[src/rtl/intersection_phase_sched.sv]
// intersection_phase_sched: timed phase scheduler/arbiter for the highway/country crossing.
// Highway owns the crossing by default; country, pedestrian and emergency requests borrow it.
module intersection_phase_sched #(
    parameter int MIN_GREEN = 8,
    parameter int MAX_CNTRY = 16,
    parameter int Y2RDELAY  = 3,
    parameter int R2GDELAY  = 2,
    parameter int WALK_TIME = 6,
    parameter int CW        = 5
) (
    input  logic       clock,
    input  logic       clear,
    input  logic       cntry_req,
    input  logic       ped_req,
    input  logic       emerg_req,
    output logic [1:0] hwy,
    output logic [1:0] cntry,
    output logic       walk,
    output logic       ped_ack,
    output logic [2:0] phase
);
    typedef enum logic [2:0] {HG = 3'd0, HY = 3'd1, AR = 3'd2, CG = 3'd3, CY = 3'd4, PW = 3'd5} state_t;

    localparam logic [CW-1:0] T_MIN = CW'(MIN_GREEN - 1);
    localparam logic [CW-1:0] T_MAX = CW'(MAX_CNTRY - 1);
    localparam logic [CW-1:0] T_Y   = CW'(Y2RDELAY - 1);
    localparam logic [CW-1:0] T_R   = CW'(R2GDELAY - 1);
    localparam logic [CW-1:0] T_W   = CW'(WALK_TIME - 1);

    state_t        state, state_next, target, target_next;
    logic [CW-1:0] timer;
    logic          ped_pend, want_ped;

    always_comb begin
        state_next  = state;
        target_next = target;
        want_ped    = ped_pend | ped_req;
        case (state)
            HG: if (!emerg_req && timer >= T_MIN && (want_ped || cntry_req)) begin
                state_next  = HY;
                target_next = want_ped ? PW : CG;
            end
            HY: if (timer == T_Y) state_next = AR;
            AR: if (timer == T_R) state_next = emerg_req ? HG : target;
            CG: if (!cntry_req || emerg_req || timer == T_MAX) state_next = CY;
            CY: if (timer == T_Y) begin
                state_next  = AR;
                target_next = HG;
            end
            PW: if (timer == T_W) state_next = HG;
            default: state_next = HG;
        endcase
    end

    // ped_pend is cleared on PW entry, and button presses during PW are not latched
    always_ff @(posedge clock) begin
        if (clear) begin
            state    <= HG;
            target   <= HG;
            timer    <= '0;
            ped_pend <= 1'b0;
        end else begin
            state    <= state_next;
            target   <= target_next;
            timer    <= (state_next != state) ? '0 : (&timer ? timer : timer + CW'(1));
            ped_pend <= (state_next == PW && state != PW) ? 1'b0 :
                        (state != PW && ped_req) ? 1'b1 : ped_pend;
        end
    end

    always_comb begin
        hwy     = state == HG ? 2'd2 : state == HY ? 2'd1 : 2'd0;
        cntry   = state == CG ? 2'd2 : state == CY ? 2'd1 : 2'd0;
        walk    = state == PW;
        ped_ack = state == PW && timer == '0;
        phase   = state;
    end
endmodule
[config.mk]
export PLATFORM = sky130hd
export DESIGN_NAME = intersection_phase_sched
export DESIGN_NICKNAME = d
export VERILOG_FILES = /design/src/rtl/intersection_phase_sched.sv
export SDC_FILE = /design/constraint.sdc
export NUM_CORES = 1
export LEC_CHECK = 0
export BUFFER_PORTS_ARGS = -buffer_cell sky130_fd_sc_hd__buf_2
export CAP_MARGIN = 20
export CORE_UTILIZATION = 35
export DETAILED_ROUTE_END_ITERATION = 12
export PLACE_DENSITY_LB_ADDON = 0.25
export SYNTH_ARGS = -nofsm -noshare
export SYNTH_HDL_FRONTEND = slang
export SYNTH_SLANG_ARGS = --single-unit
export TNS_END_PERCENT = 50
[constraint.sdc]
create_clock -name clock -period 6.6 [get_ports clock]
set_input_delay 1.32 -clock clock [delete_from_list [all_inputs] [get_ports clock]]
set_output_delay 1.32 -clock clock [all_outputs]
set_load 0.05 [all_outputs]
==> key figures, run 1 <==
Power and ir drop
  • VDD IR max: ~96 µV
  • Power density over cell area: ~150 nW/µm²
  • Combinational share of power: 0.160
  • Psw: roughly 0.00004 W
  • Int Pwr: about 0.00011 W
  • Clock share of power: 0.304
  • Leak pwr: 0.380 nW
  • Switching Share: 0.274
  • Sequential Power Share: 0.536

Layout
  • ANT cells: 0
  • Most frequent cells in the layout: 13 x buf_2, 12 x dfxtp_1, 9 x nor2_1
  • Most common cell after layout, fill and taps aside: buf_2
  • Layout cell share with drive strength beyond 1: 0.181
  • Fill count: roughly 260
  • Synth-to-layout area growth: 12.3%
  • Register area: 240 µm²
  • Area occupied by multi-input gates: ~560 µm²
  • Final nets: around 130

Placed design
  • IO Port Bufs: 13
  • Global placer's final weighted congestion: approximately 0.9
  • DP Wirelength: roughly 1500 µm
  • Pre-CTS setup slack: 3.78 ns

STA
  • Max Clock Freq: about 330 MHz
  • Final Slew Violations: 0
  • Worst rel slew slack: 0.653
  • Hold Fails Final Rpt: 0
  • Setup_tns: 0 ns
  • Final period util: 0.456
  • Tmin final: roughly 3 ns
  • Least-Margin Pin Slew: 0.519 ns
  • RSZ-0062 raised after global routing: false
  • Final setup viols: 0
  • Clock skew: roughly 0.0045 ns
  • Setup ws final: 3.59 ns
  • Worst hold margin: ~0.48 ns

Drt
  • Drt first pass iters: 4
  • Vias/cell: between 5 and 6
  • Initial DRC Count: 34
  • DR vias: 810
  • DRC Markers: 0
  • Total wire length: 1940 µm
  • DR WL/cell: roughly 14 µm
  • Post-route ant nets: 0

Clock tree
  • Root Buffer Master: clkbuf_4
  • Post-CTS setup buffers: 0
  • Total number of H-tree levels: 1
  • Inserted Clock Buffers: 3
  • Hold-fix buffers, CTS: 0
  • Reg clk slew, reported paths: ~0.070 ns
  • Clk Latency, worst-skew pair: 0.27 ns
  • Cts repair resizes: 0
  • # clock sinks: 12
  • Bufs on Longest Clock Path: 2
  • CTS tree: done

Die
  • Site Rows: 17
  • Starting Density: 0.376
  • Height of the die: 51.2 µm
  • Core area: 2250 µm²
  • IO Count: 14
  • Die area: approximately 2600 µm²
  • Die width: a little over 50 µm

Synth
  • Mapped Area: about 850 µm²
  • Sequential fraction of the synthesis area: 0.284
  • Mean Syn Cell Area: 8.14 µm²
  • Fraction of registers with async set/reset: 0
  • #FFs+latches synth: 12
  • EDFF count, synth: 0
  • Cells after synthesis: approximately 100
  • Mapped Nets: 115
  • Cell taking the most area after synthesis: dfxtp_1
  • Cell variety after synth: 32
  • Top_reg_cell synth: dfxtp_1
  • Synth area leaders: dfxtp_1 28%, ha_1 8.9%, nor4_1 4.4%
  • YS warnings: 0
  • Share of the synthesized area in the top cell type: 0.284

Worst setup path
  • Max FO, Critical Path: 12
  • WS Path Type: reg2out
  • Worst Setup End Kind: output pin
  • CP required: between 5 and 6 ns
  • Crit path launch type: flip-flop
  • Critical path arrival: 1.69 ns

GRT
  • Global-route wire length before repair: 3150 µm
  • Tot GR Track Use: 0.162
  • Largest net degree at the start of global routing: 14
  • Grt ovf: 0
  • Vias in the first global route: about 710
  • Initial antenna violation count: 0

Worst hold path
  • Hold crit path type: reg2reg

Outcome
  • Outcome: finished clean

Job
  • Max_cap viols: 0
## synthesized netlist by cell type (2+ instances only)
cell,count
dfxtp_1,12
nor2_1,9
a21oi_1,7
inv_1,7
nor3_1,7
ha_1,6
nor4_1,6
nand3_1,5
nand2_1,4
nand4_1,4
nor2b_1,4
a31oi_1,3
and3_1,3
buf_2,3
o31a_1,3
xor2_1,3
nand2b_1,2
o21ai_0,2
## critical path, cell delays in order, from the launching register on
cell and delay (ns):
dfxtp_1 0.59, inv_1 0.22, nor2_1 0.19, and3_1 0.17, buf_2 0.26
## power groups by stage
| stage | Combinational [W] | Sequential (W) | Clock (W) |
|---|---|---|---|
| 3_5_place_dp | 0.0000234 | 0.0000803 | 0 |
| 6_report | 0.0000234 | 0.0000786 | 0.0000446 |
| 2_1_floorplan | 0.0000192 | 0.0000786 | 0 |
| 4_1_cts | 0.0000235 | 0.0000786 | 0.0000460 |
| 5_1_grt | 0.0000258 | 0.0000790 | 0.0000497 |
| 3_3_place_gp | 0.0000229 | 0.0000801 | 0 |
## flip-flops by register name, indices dropped and copies added (netlist names)
signal and flops:
phase 3, target 3, ped_pend 1, timer 5
## area by class of cell
cell class | count | area share
tap | 28 | 0.0368
sequential | 12 | 0.253
multi-input combinational | 81 | 0.591
clock buffer | 3 | 0.0237
inverter | 7 | 0.0276
timing repair buffer | 13 | 0.0684
## through the flow
step | instances | cell area [µm²] | power [W] | utilization
floorplan | 104 | 847 | 0.0000978 | -
global placement | 141 | 928 | 0.000103 | 0.412
detailed placement | 141 | 928 | 0.000104 | 0.412
CTS | 144 | 951 | 0.000148 | 0.422
global route | 144 | 951 | 0.000155 | 0.422
finish | 144 | 951 | 0.000147 | 0.422
## cell families after synthesis
family / Yosys count / synth area share
mux: 1 / 0.0118
fa+ha+maj: 6 / 0.0886
simple gates: 50 / 0.344
compound gates: 20 / 0.177
buf+inv: 11 / 0.0532
xor+xnor: 4 / 0.0414
flops: 12 / 0.284
## layer usage
layer | vias to the layer above | GRT usage | wire length [µm]
met2 | 30 | 0.281 | 924
met5 | - | 0 | 0
met1 | 371 | 0.190 | 892
met3 | 2 | 0.0595 | 117
met4 | 0 | 0.0324 | 9
li1 | 407 | - | -
## path summary, 6_finish.rpt
check,cells past startpoint,endpoint,startpoint,slack [ns]
min reg2reg,2,target[1]$_SDFFE_PP0P_,target[1]$_SDFFE_PP0P_,0.48
min,2,target[1]$_SDFFE_PP0P_,target[1]$_SDFFE_PP0P_,0.48
max,4,ped_ack,phase[0]$_SDFF_PP0_,3.59
max reg2reg,8,timer[2]$_SDFFE_PP0N_,timer[0]$_SDFFE_PP0N_,4.26
Power figures use the tool's default switching activity.
==> run 2: changes to the inputs <==
==> constraint.sdc (replaced) <==
create_clock -name clock -period 3 [get_ports clock]
set_input_delay 0.6 -clock clock [delete_from_list [all_inputs] [get_ports clock]]
set_output_delay 0.6 -clock clock [all_outputs]
set_load 0.05 [all_outputs]
==> key figures, run 2 (synthesis results as in run 1) <==
Outcome
  • Outcome: finished clean

Worst setup path
  • Crit-path leading delay family: flip-flops
  • Max FO, Critical Path: 12 (unchanged)
  • Worst Setup End Kind: output pin
  • Bufs and invs on worst path: 2 (unchanged)
  • Crit path launch type: flip-flop
  • Critical path arrival: 1.78 ns (+0.09 ns)
  • CP required: 2.40 ns (-2.88 ns)
  • WS Path Type: reg2out
  • Slowest-stage cell, CP: dfxtp_1
  • Worst path cell trace: inv_1 > nor2_1 > and3_1 > buf_2
  • Crit-path max cell delay: 0.62 ns (+0.03 ns)

Layout
  • Layout cell share with drive strength beyond 1: 0.188 (+0.00700)
  • Synth-to-layout area growth: 13.9%
  • Most frequent cells in the layout: 13 x buf_2, 12 x dfxtp_1, 9 x nor2_1
  • ANT cells: 0 (unchanged)
  • Final nets: 129 (unchanged)
  • Largest register FFs: 5 (unchanged)
  • Top reg by flops: timer
  • Core Util, Final: 0.428 (+0.00610)
  • Most common cell after layout, fill and taps aside: buf_2

Drt
  • DRC Markers: 0 (unchanged)
  • DR vias: 821 (+1.4%)
  • Total wire length: 2020 µm (+4.1%)
  • Post-route ant nets: 0 (unchanged)
  • DR WL/cell: 14.0 µm (+3.3%)
  • Drt first pass iters: 4 (unchanged)
  • Initial DRC Count: 13 (-62%)
  • Vias/cell: 5.66 (+0.66%)

Clock tree
  • CTS tree: done
  • Hold-fix buffers, CTS: 0 (unchanged)
  • Clk Latency, worst-skew pair: 0.28 ns (about the same)
  • Root Buffer Master: clkbuf_4
  • Reg clk slew, reported paths: 0.08 ns (about the same)
  • # clock sinks: 12 (unchanged)
  • Cts repair resizes: 0 (unchanged)
  • Total number of H-tree levels: 1 (unchanged)
  • Inserted Clock Buffers: 3 (unchanged)
  • Post-CTS setup buffers: 0 (unchanged)
  • Bufs on Longest Clock Path: 2 (unchanged)

STA
  • Worst rel slew slack: 0.675 (+0.0223)
  • Clock skew: 0.00486 ns (+0.000397 ns)
  • Final setup viols: 0 (unchanged)
  • Max Clock Freq: 420 MHz
  • Setup ws final: 0.620 ns (-2.97 ns)
  • Tmin final: roughly 2.4 ns
  • Final Slew Violations: 0 (unchanged)
  • Setup_tns: 0 ns (unchanged)
  • Least-Margin Pin Slew: 0.485 ns (-0.0333 ns)
  • Hold Fails Final Rpt: 0 (unchanged)
  • RSZ-0062 raised after global routing: false
  • Final period util: 0.793
  • Worst hold margin: 0.468 ns (-0.00721 ns)

GRT
  • Initial antenna violation count: 0 (unchanged)
  • Tot GR Track Use: 0.175 (+0.0131)
  • Largest net degree at the start of global routing: 14 (unchanged)
  • Global-route wire length before repair: 3340 µm (+5.9%)
  • Vias in the first global route: 746 (+4.5%)
  • Grt ovf: 0 (unchanged)

Die
  • Height of the die: 51.2 µm (unchanged)
  • Starting Density: 0.376 (unchanged)
  • Die area: 2620 µm² (unchanged)
  • Die width: 51.2 µm (unchanged)
  • IO Count: 14 (unchanged)
  • Core area: 2250 µm² (unchanged)
  • Site Rows: 17 (unchanged)

Power and ir drop
  • Power density over cell area: 371 nW/µm² (+140%)
  • Leak pwr: 0.387 nW (+1.9%)
  • Final total power: 0.000357 W (+140%)
  • VDD IR max: 221 µV (+130%)

Placed design
  • Pre-CTS setup slack: 0.710 ns (-3.07 ns)
  • Global placer's final weighted congestion: 0.843 (-5.7%)
  • DP Wirelength: 1560 µm (+1.9%)
  • IO Port Bufs: 13 (unchanged)

Job
  • Max_cap viols: 0 (unchanged)

Worst hold path
  • Hold crit path type: reg2reg
[run 2: cell types whose count changed in the layout (fill, tap and decap cells not counted), sizes merged]
cell	previous run	this run
clkbuf	3	4
[run 2: cell type report]
type / instances / area (µm²)
well taps: 28 / 35.0
fillers: 244 / 1290
clock buffers: 4 / 36.3
repair buffers: 13 / 65.1
inverters: 7 / 26.3
flip-flops and latches: 12 / 240
multi-input cells: 81 / 562
[run 2: metal layers]
metal / wire (µm) / vias up / GRT usage
met5: 0 / - / 0
met1: 928 / 387 / 0.195
met4: 22 / 0 / 0.0787
met3: 98 / 4 / 0.0655
met2: 974 / 18 / 0.294
li1: - / 412 / -
[run 2: tightest hold or removal path: stages (launching register included)]
cell and delay [ns]:
dfxtp_1 0.32, nand2_1 0.05, a21oi_1 0.05
[run 2: power breakdown]
group          internal (W)  switching [W]  leakage [nW]
Clock             0.0000739      0.0000595        0.0210
Sequential         0.000165     0.00000812        0.0976
Combinational     0.0000231      0.0000283         0.269
Total              0.000262      0.0000959         0.387
[run 2: worst paths after layout]
| check | startpoint | endpoint | slack (ns) | depth (start not counted) |
|---|---|---|---|---|
| hold / removal | target[0]$_SDFFE_PP0P_ | target[0]$_SDFFE_PP0P_ | 0.47 | 2 |
| setup reg to reg | timer[0]$_SDFFE_PP0N_ | timer[0]$_SDFFE_PP0N_ | 0.69 | 8 |
| setup / recovery | phase[0]$_SDFF_PP0_ | ped_ack | 0.62 | 4 |
| hold reg to reg | target[0]$_SDFFE_PP0P_ | target[0]$_SDFFE_PP0P_ | 0.47 | 2 |
[run 2: stage by stage]
step,instances,cell area (µm²)
after floorplan,104,847
after global placement,141,928
after detailed placement,141,928
after CTS,145,965
after global routing,145,965
final,145,965
==> run 3: changes to the inputs <==
==> constraint.sdc (replaced) <==
create_clock -name clock -period 2.2 [get_ports clock]
set_input_delay 0.44 -clock clock [delete_from_list [all_inputs] [get_ports clock]]
set_output_delay 0.44 -clock clock [all_outputs]
set_load 0.05 [all_outputs]
==> key figures, run 3 (synthesis results as in run 1) <==
STA
  • Setup ws final: -0.000971 ns (-0.620 ns)
  • Setup_tns: -0.000971 ns (-0.000971 ns)
  • Clock skew: 0.00278 ns (-0.00208 ns)
  • Tmin final: around 2.2 ns
  • Final setup viols: 1 (+1)
  • Final Slew Violations: 0 (unchanged)
  • RSZ-0062 raised after global routing: true
  • Least-Margin Pin Slew: 0.454 ns (-0.0313 ns)
  • Final period util: 1.00
  • Worst hold margin: 0.469 ns (+0.00141 ns)
  • Max Clock Freq: 454 MHz
  • Worst rel slew slack: 0.696 (+0.0214)
  • Hold Fails Final Rpt: 0 (unchanged)

Worst hold path
  • Endpoint, Worst Hold: target[0]$_SDFFE_PP0P_
  • Hold Crit Depth: 2 (unchanged)
  • Hold path start: target[0]$_SDFFE_PP0P_
  • Hold crit path type: reg2reg

GRT
  • Global-route wire length before repair: 3620 µm (+8.5%)
  • Grt ovf: 0 (unchanged)
  • Initial antenna violation count: 0 (unchanged)
  • Tot GR Track Use: 0.188 (+0.0130)
  • Vias in the first global route: 785 (+5.2%)
  • Largest net degree at the start of global routing: 14 (unchanged)

Clock tree
  • Bufs on Longest Clock Path: 2 (unchanged)
  • Clk Latency, worst-skew pair: 0.27 ns (about the same)
  • Post-CTS setup buffers: 0 (unchanged)
  • Hold-fix buffers, CTS: 0 (unchanged)
  • CTS tree: done
  • # clock sinks: 12 (unchanged)
  • Inserted Clock Buffers: 3 (unchanged)
  • Root Buffer Master: clkbuf_4
  • Total number of H-tree levels: 1 (unchanged)
  • Reg clk slew, reported paths: 0.07 ns (about the same)

Die
  • Die area: 2620 µm² (unchanged)
  • Height of the die: 51.2 µm (unchanged)
  • IO Count: 14 (unchanged)
  • Starting Density: 0.376 (unchanged)
  • Site Rows: 17 (unchanged)
  • Die width: 51.2 µm (unchanged)
  • Core area: 2250 µm² (unchanged)

Drt
  • Met1 wire length: 984 µm (+6.0%)
  • Total wire length: 2270 µm (+12%)
  • Initial DRC Count: 18 (+5)
  • DRC Markers: 0 (unchanged)
  • DR vias: 841 (+2.4%)
  • Met2 Wirelength: 1180 µm (+21%)
  • Drt first pass iters: 4 (unchanged)
  • Top routing layer in use: met3
  • Vias/cell: 5.43 (-4.2%)
  • DR WL/cell: 14.7 µm (+5.1%)
  • Post-route ant nets: 0 (unchanged)
  • Met3 wire len: 110 µm (+12%)

Power and ir drop
  • Int Pwr: 0.000336 W (+29%)
  • Leak pwr: 0.439 nW (+13%)
  • Final total power: 0.000466 W (+30%)
  • Combinational share of power: 0.218 (+0.074)
  • Sequential Power Share: 0.493 (+0.010)
  • Psw: 0.000130 W (+35%)
  • Power density over cell area: 425 nW/µm² (+15%)
  • Switching Share: 0.279 (+0.0104)
  • VDD IR max: 309 µV (+40%)
  • Clock share of power: 0.289 (-0.084)

Layout
  • Most frequent cells in the layout: 13 x buf_2, 11 x buf_4, 9 x dfxtp_1
  • Most common cell after layout, fill and taps aside: buf_2
  • ANT cells: 0 (unchanged)
  • Fill count: 239 (-2.0%)
  • Final nets: 140 (+8.5%)
  • Layout cell share with drive strength beyond 1: 0.370 (+0.182)
  • Synth-to-layout area growth: 29.5%
  • Largest register FFs: 5 (unchanged)
  • Top reg by flops: timer
  • Area occupied by multi-input gates: 622 µm² (+11%)
  • Register area: 244 µm² (+1.6%)

Worst setup path
  • Bufs and invs on worst path: 0 (-2)
  • Reg2reg setup slack: -0.001 ns (-0.69 ns)
  • Worst R2R Start: timer[0]$_SDFFE_PP0N_
  • Max FO, Critical Path: 3 (-9)
  • Crit-path max cell delay: 0.42 ns (-0.20 ns)
  • CP required: 2.36 ns (-0.04 ns)
  • Crit path launch type: flip-flop
  • Worst path cell trace: ha_2 > and3_4 > ha_2 > or3b_4 > nor3_2 > o31a_1 > and3b_1 > o31a_1
  • WS Path Type: reg2reg
  • Critical path arrival: 2.36 ns (+0.58 ns)
  • R2R Path End: ped_pend$_SDFFE_PP0P_
  • Slowest-stage cell, CP: or3b_4
  • Worst Setup End Kind: flip-flop
  • Worst Reg2Reg Path Length in Cells: 8 (unchanged)
  • Crit-path leading delay family: simple AND/OR/NAND/NOR gates

Placed design
  • IO Port Bufs: 13 (unchanged)
  • DP Wirelength: 1750 µm (+13%)
  • Global placer's final weighted congestion: 0.866 (+2.7%)

Job
  • Max_cap viols: 0 (unchanged)

Outcome
  • Failing checks: negative setup slack
  • Outcome: finished, violations left
==> run 3: changes by cell type in the layout (fill, tap and decap cells not counted), moves of 3 or more <==
cell	change
nor4_2	+5
dfxtp_2	+3
buf_4	+11
nor4_1	-5
dfxtp_1	-3
==> run 3: layout make-up <==
class                   count  area share
well taps                  28      0.0319
inverters                   7      0.0239
flip-flops and latches     12       0.222
repair buffers             24       0.135
multi-input cells          81       0.567
clock buffers               3      0.0205
==> run 3: worst register-to-register path, cell delays in order, from the launching register on <==
cell and delay [ns]:
dfxtp_2 0.33, ha_2 0.18, and3_4 0.18, ha_2 0.16, or3b_4 0.42, nor3_2 0.17, o31a_1 0.22, and3b_1 0.21
o31a_1 0.23
==> run 3: stage by stage <==
stage | setup slack (ns) | std cells | instance area, µm² | utilization
final | -0.000971 | 155 | 1100 | 0.487
after global routing | -0.0795 | 155 | 1100 | 0.487
after CTS | 0.00126 | 155 | 1060 | 0.472
after detailed placement | -0.0742 | 152 | 1020 | 0.452
after global placement | -0.0349 | 152 | 1020 | 0.452
after floorplan | -0.409 | 104 | 855 | -
==> run 3: per-layer routing <==
layer  track usage  up-vias
met2         0.329       23
met5             0        -
met1         0.236      390
met3        0.0446        0
li1              -      428
met4        0.0278        0
==> run 3: power by group through the flow <==
stage | clock network, W | logic (W) | registers [W]
after detailed placement | 0 | 0.0000941 | 0.000234
after CTS | 0.000137 | 0.0000996 | 0.000229
after floorplan | 0 | 0.0000576 | 0.000236
final | 0.000135 | 0.000102 | 0.000230
after global placement | 0 | 0.0000918 | 0.000234
after global routing | 0.000146 | 0.000113 | 0.000231
==> run 3: worst max-delay path by stage <==
stage | startpoint | to | slack [ns] | cells after the start
floorplan | phase[0]$_SDFF_PP0_ | cntry[1] | -0.41 | 3
global placement | timer[0]$_SDFFE_PP0N_ | timer[2]$_SDFFE_PP0N_ | -0.03 | 8
detailed placement | timer[0]$_SDFFE_PP0N_ | timer[2]$_SDFFE_PP0N_ | -0.07 | 8
CTS | timer[0]$_SDFFE_PP0N_ | timer[0]$_SDFFE_PP0N_ | 0.001 | 8
global route | timer[0]$_SDFFE_PP0N_ | ped_pend$_SDFFE_PP0P_ | -0.08 | 8
finish | timer[0]$_SDFFE_PP0N_ | ped_pend$_SDFFE_PP0P_ | -0.001 | 8
==> run 3: timing repair <==
action                                 in CTS  in global routing
resized for setup                           4                  9
setup endpoints to repair                   5                  7
endpoints found under the hold margin       0                  0
pin swaps                                   7                  8
